## config.mk

```make
export PLATFORM = sky130hd
export DESIGN_NAME = sprite_line_drawer
export DESIGN_NICKNAME = d
export VERILOG_FILES = /design/src/rtl/sprite_line_drawer.sv
export SDC_FILE = /design/constraint.sdc
export NUM_CORES = 1
export LEC_CHECK = 0
export BUFFER_PORTS_ARGS = -buffer_cell sky130_fd_sc_hd__buf_4
export CORE_MARGIN = 2
export CORE_UTILIZATION = 50
export CTS_BUF_LIST = sky130_fd_sc_hd__clkbuf_8
export CTS_CLUSTER_DIAMETER = 80
export CTS_CLUSTER_SIZE = 24
export DETAILED_ROUTE_END_ITERATION = 10
export HOLD_SLACK_MARGIN = 0.02
export PLACE_DENSITY = 0.76
export SLEW_MARGIN = 25
export SYNTH_ARGS = -nofsm -noshare
export SYNTH_HDL_FRONTEND = slang
export SYNTH_SLANG_ARGS = --single-unit
```

## constraint.sdc

```tcl
create_clock -name clock -period 3.45 [get_ports clock]
set_input_delay 0.1725 -clock clock [delete_from_list [all_inputs] [get_ports clock]]
set_output_delay 0.1725 -clock clock [all_outputs]
set_load 0.01 [all_outputs]
```

## src/rtl/sprite_line_drawer.sv

```systemverilog
// Sprite line drawer: fetches the sprite row crossing the current line from a 1-cycle-latency ROM
// into a row buffer, then replays it when the beam reaches the sprite. Option macro: SPRITE_TRANSPARENT_EN.
module sprite_line_drawer #(
  parameter int SPR_WIDTH  = 8,
  parameter int SPR_HEIGHT = 8,
  parameter int COLR_BITS  = 4,
  parameter int CORDW      = 16,
  localparam int ADDRW     = $clog2(SPR_WIDTH * SPR_HEIGHT)
) (
  input  logic                    clock,
  input  logic                    reset_n,
  input  logic                    line,
  input  logic signed [CORDW-1:0] sx,
  input  logic signed [CORDW-1:0] sy,
  input  logic signed [CORDW-1:0] spr_x,
  input  logic signed [CORDW-1:0] spr_y,
  output logic [ADDRW-1:0]        rom_addr,
  input  logic [COLR_BITS-1:0]    rom_data,
  output logic [COLR_BITS-1:0]    pix,
  output logic                    drawing,
  output logic                    busy
);

  localparam int IDXW = $clog2(SPR_WIDTH);
  localparam int CNTW = $clog2(SPR_WIDTH + 1);

  localparam logic signed [CORDW:0] ROW_LIM = (CORDW + 1)'(SPR_HEIGHT);
  localparam logic signed [CORDW:0] COL_LIM = (CORDW + 1)'(SPR_WIDTH);
  localparam logic [CNTW-1:0] CNT_LAST       = CNTW'(SPR_WIDTH);
  localparam logic [CNTW-1:0] CNT_ISSUE_LAST = CNTW'(SPR_WIDTH - 1);
  localparam logic [IDXW-1:0] IDX_LAST       = IDXW'(SPR_WIDTH - 1);

  typedef enum logic [2:0] {IDLE, REG_POS, FETCH, WAIT_POS, DRAW} state_t;

  state_t                  state_reg, state_next;
  logic signed [CORDW-1:0] spr_x_reg, spr_x_next;
  logic signed [CORDW-1:0] spr_y_reg, spr_y_next;
  logic [ADDRW-1:0]        rom_addr_reg, rom_addr_next;
  logic [CNTW-1:0]         cnt_reg, cnt_next;
  logic [IDXW-1:0]         index_reg, index_next;
  logic [COLR_BITS-1:0]    pix_reg, pix_next;
  logic                    drawing_reg, drawing_next;

  logic [COLR_BITS-1:0]    row_buf [SPR_WIDTH];
  logic                    cap_en;
  logic [IDXW-1:0]         cap_idx;
  logic [IDXW-1:0]         rd_idx;
  logic [COLR_BITS-1:0]    rd_pix;
  logic                    emit;

  logic signed [CORDW:0]   row_full;
  logic signed [CORDW:0]   d_full;
  logic [ADDRW-1:0]        row_base;

  // One extra bit so that widely separated coordinates cannot wrap into range.
  assign row_full = {sy[CORDW-1], sy} - {spr_y_reg[CORDW-1], spr_y_reg};
  assign d_full   = {sx[CORDW-1], sx} - {spr_x_reg[CORDW-1], spr_x_reg};
  assign row_base = ADDRW'(row_full) * ADDRW'(SPR_WIDTH);
  assign rd_pix   = row_buf[rd_idx];

  always_comb begin
    state_next    = state_reg;
    spr_x_next    = spr_x_reg;
    spr_y_next    = spr_y_reg;
    rom_addr_next = rom_addr_reg;
    cnt_next      = cnt_reg;
    index_next    = index_reg;
    pix_next      = '0;
    drawing_next  = 1'b0;
    cap_en        = 1'b0;
    cap_idx       = IDXW'(cnt_reg - CNTW'(1));
    rd_idx        = index_reg;
    emit          = 1'b0;

    if (line) begin
      spr_x_next = spr_x;
      spr_y_next = spr_y;
      state_next = REG_POS;
    end else begin
      case (state_reg)
        REG_POS: begin
          if (!row_full[CORDW] && (row_full < ROW_LIM)) begin
            state_next    = FETCH;
            cnt_next      = '0;
            rom_addr_next = row_base;
          end else begin
            state_next = IDLE;
          end
        end
        FETCH: begin
          // Cycle k issues column k and captures column k-1 returned by the ROM.
          cap_en = (cnt_reg != '0);
          if (cnt_reg < CNT_ISSUE_LAST) rom_addr_next = rom_addr_reg + ADDRW'(1);
          if (cnt_reg == CNT_LAST) state_next = WAIT_POS;
          else cnt_next = cnt_reg + CNTW'(1);
        end
        WAIT_POS: begin
          // First visible pixel is emitted here so the output lands one cycle after sx.
          if (!d_full[CORDW] && (d_full < COL_LIM)) begin
            state_next = DRAW;
            index_next = IDXW'(d_full);
            rd_idx     = IDXW'(d_full);
            emit       = 1'b1;
          end else if (!d_full[CORDW]) begin
            state_next = IDLE;
          end
        end
        DRAW: begin
          if (index_reg == IDX_LAST) begin
            state_next = IDLE;
          end else begin
            index_next = index_reg + IDXW'(1);
            rd_idx     = index_reg + IDXW'(1);
            emit       = 1'b1;
          end
        end
        default: state_next = IDLE;
      endcase
    end

    if (emit) begin
`ifdef SPRITE_TRANSPARENT_EN
      drawing_next = (rd_pix != '0);
      pix_next     = rd_pix;
`else
      drawing_next = 1'b1;
      pix_next     = rd_pix;
`endif
    end
  end

  always_ff @(posedge clock or negedge reset_n) begin
    if (!reset_n) begin
      state_reg    <= IDLE;
      spr_x_reg    <= '0;
      spr_y_reg    <= '0;
      rom_addr_reg <= '0;
      cnt_reg      <= '0;
      index_reg    <= '0;
      pix_reg      <= '0;
      drawing_reg  <= 1'b0;
    end else begin
      state_reg    <= state_next;
      spr_x_reg    <= spr_x_next;
      spr_y_reg    <= spr_y_next;
      rom_addr_reg <= rom_addr_next;
      cnt_reg      <= cnt_next;
      index_reg    <= index_next;
      pix_reg      <= pix_next;
      drawing_reg  <= drawing_next;
    end
  end

  always_ff @(posedge clock or negedge reset_n) begin
    if (!reset_n) begin
      for (int i = 0; i < SPR_WIDTH; i++) row_buf[i] <= '0;
    end else if (cap_en) begin
      row_buf[cap_idx] <= rom_data;
    end
  end

  assign rom_addr = rom_addr_reg;
  assign pix      = pix_reg;
  assign drawing  = drawing_reg;
  assign busy     = (state_reg != IDLE);

endmodule

```

==> flow_summary_export.csv <==
group,metric,value,unit
power,p_sw,0.000745,W
final_layout,drive_gt1_frac,0.258,
power,ir_worst_vdd,238,uV
global_route,grt_pass1_wl,21.1,mm
sta,maxSlewViolCount,0,
run,maxCapViolations,0,
power,p_comb_frac,0.255,
synthesis,async_flop_share,1.00,
route,ant_nets,0,
die,io_pins,83,
power,swShare,0.295,
cts,cts_tree,"done",
final_layout,diodes,0,
route,drt_iter0_markers,333,
global_route,overflow,0,
min_path,hold_start,"spr_y[15]",
cts,numCtsBuffers,9,
sta,holdWs,0.0263,ns
placed_design,portBuffers,82,
die,die_h,108,um
power,power.leakage,3.28,nW
sta,rsz0062_at_grt,"true",
placed_design,gp_congestion,0.931,
cts,cts.reportedPaths.clkPinSlew,0.09,ns
final_layout,fin_nets,788,
power,finalPower,0.00253,W
die,fp-row-count,38,
global_route,grt_pass1_vias,4599,
synthesis,synthCells,578,
worst_setup_path,end_kind,"flop",
route,first_pass_iters,5,
status,status,"complete, no violations",
sta,setup_viol,0,
sta,fin_worst_skew,0.0117,ns
synthesis,synthMostInstantiatedCell,"dfrtp_1",
die,dieArea,11700,sq um
synthesis,synth_top_area_cell,"dfrtp_1",
power,power_density,370,nW/um^2
route,post-route-drc-count,0,
synthesis,synth_seq_cells,85,
synthesis,synth_flop_cell,"dfrtp_1",
min_path,whs_path_depth,3,
min_path,worstHoldPathType,"primary input to flop",
global_route,antenna_found_initial,0,
global_route,track_usage,0.226,
synthesis,synth_cell_types,65,
synthesis,synth_edf_count,0,
final_layout,area_growth,25.7,%
worst_setup_path,rr_worst_depth,14,
synthesis,yosysSeqAreaShare,0.392,
route,vias_per_cell,5.78,
placed_design,dp_slack,-0.170,ns
sta,hold_viol,0,
synthesis,synthDominantCellAreaShare,0.392,
worst_setup_path,r2r-start,"spr_x_reg[0]",
power,power_frac_clock,0.329,
cts,clockBufferDepth,2,
sta,post-route-period-util,1.00,
final_layout,utilization,0.638,
sta,setup_slack,0.000796,ns
final_layout,largest_reg_flops,32,
power,seqPwrFrac,0.416,
placed_design,hpwl,9.26,mm
synthesis,syn_area,5430,sq um
global_route,grt_max_degree,86,
cts,h-tree-depth,3,
synthesis,synth_area_leaders,"dfrtp_1, ha_1, mux2_2, o21ai_0, nand2_1",
worst_setup_path,critical_path_class,"flop to flop",
cts,clock_latency,0.37,ns
sta,clock.fmax,0.290,GHz
die,chipWidth,108,um
worst_setup_path,r2r_end,"pix[3]",
die,core,10700,sq um
sta,fin_crit,3.45,ns
route,drt-total-wl,13.6,mm
route,vias,4757,
die,initial_core_util,0.508,
worst_setup_path,r2r_slack,0.0008,ns
cts,clock-sinks,85,
synthesis,syn_avg_cell_area,9.40,sq um
min_path,min_delay_worst_endpoint,"spr_y_reg[15]",
synthesis,yosysWarnings,0,
synthesis,synth_top_cells_by_count,"dfrtp_1, nand2_1, inv_1, o21ai_0",
sta,slew_headroom,0.470,
worst_setup_path,required,3.69,ns
power,intPower,0.00178,W
worst_setup_path,cp-start-kind,"flop",
synthesis,synth_fp_nets,687,
sta,tightest_slew,0.795,ns
cts,cts_root_buf,"clkbuf_8",
worst_setup_path,cp.arrival,3.69,ns
route,wire_per_inst,16.5,um
worst_setup_path,path_max_fanout,5,
cell usage in the layout (no fill, tap or decap), drive strengths merged, types with 7 or more instances in the layout:
cell type and count:
mux2i 19, dlygate4sd3 15, nand2 60, dfrtp 85, nand3 19, inv 55, a21o 9, o221ai 7
clkbuf 10, nor3 13, nor2 25, nand2b 7, mux2 36, o21ai 55, a21oi 26, buf 90
ha 36
power by group through the flow:
| stage | Combinational (W) | Sequential [W] | Clock [W] |
|---|---|---|---|
| floorplan | 0.000377 | 0.00107 | 0 |
| global placement | 0.000541 | 0.00107 | 0 |
| detailed placement | 0.000559 | 0.00107 | 0 |
| CTS | 0.000592 | 0.00105 | 0.000849 |
| global route | 0.000707 | 0.00106 | 0.000890 |
| finish | 0.000645 | 0.00105 | 0.000833 |
critical path, stage by stage (launching register included):
cell and delay, ns:
dfrtp_1 0.39, ha_2 0.19, fa_2 0.35, nand2b_4 0.17
a211oi_4 0.31, o21ai_2 0.13, a31oi_4 0.24, o21ai_4 0.13
a211oi_4 0.38, nand4b_4 0.15, a21bo_4 0.26, buf_12 0.14
buf_4 0.13, mux2i_2 0.22, o221ai_2 0.13
cells by family after synthesis:
| family | synth area share |
|---|---|
| buf+inv | 0.0521 |
| mux | 0.110 |
| compound gates | 0.198 |
| simple gates | 0.141 |
| xor+xnor | 0.0177 |
| fa+ha+maj | 0.0903 |
| flops | 0.392 |
how the worst max path moves through the flow:
stage / start / endpoint / slack, ns / cells after the start
after global placement: spr_x_reg[0] / pix[0] / 0.003 / 14
after CTS: spr_x_reg[3] / pix[3] / 0.02 / 14
final: spr_x_reg[0] / pix[3] / 0.0008 / 14
after global routing: spr_x_reg[0] / pix[0] / -0.17 / 14
after detailed placement: spr_x_reg[0] / pix[0] / -0.17 / 14
after floorplan: spr_x_reg[0] / pix[2] / 0.13 / 15
timing repair:
item,4_1_cts,5_1_grt
endpoints found under the hold margin,14,85
resized for setup,13,30
buffers inserted,3,3
pin swaps,5,25
hold buffers,14,1
cloned,0,1
endpoints found under the setup margin,11,16
per-stage QoR:
step,setup TNS [ns],area (sq um),cells
6_report,0,6830,823
5_1_grt,-0.525,6830,823
4_1_cts,0,6610,818
3_5_place_dp,-0.968,6170,786
3_3_place_gp,0,6170,786
2_1_floorplan,0,5430,578
layout make-up:
cell class,instances,area [sq um]
fill,856,3870
clock inverter,6,105
clock buffer,9,124
timing repair buffer,106,880
tap,140,175
multi-input combinational,424,3220
sequential,85,2130
inverter,53,199
metal layers:
layer / share of wire / GRT usage / vias to the layer above
met5: 0 / 0 / -
met4: 0.025 / 0.0870 / 0
met3: 0.037 / 0.0319 / 31
met2: 0.49 / 0.391 / 134
met1: 0.45 / 0.288 / 2303
li1: - / - / 2289
Power figures use the tool's default switching activity.
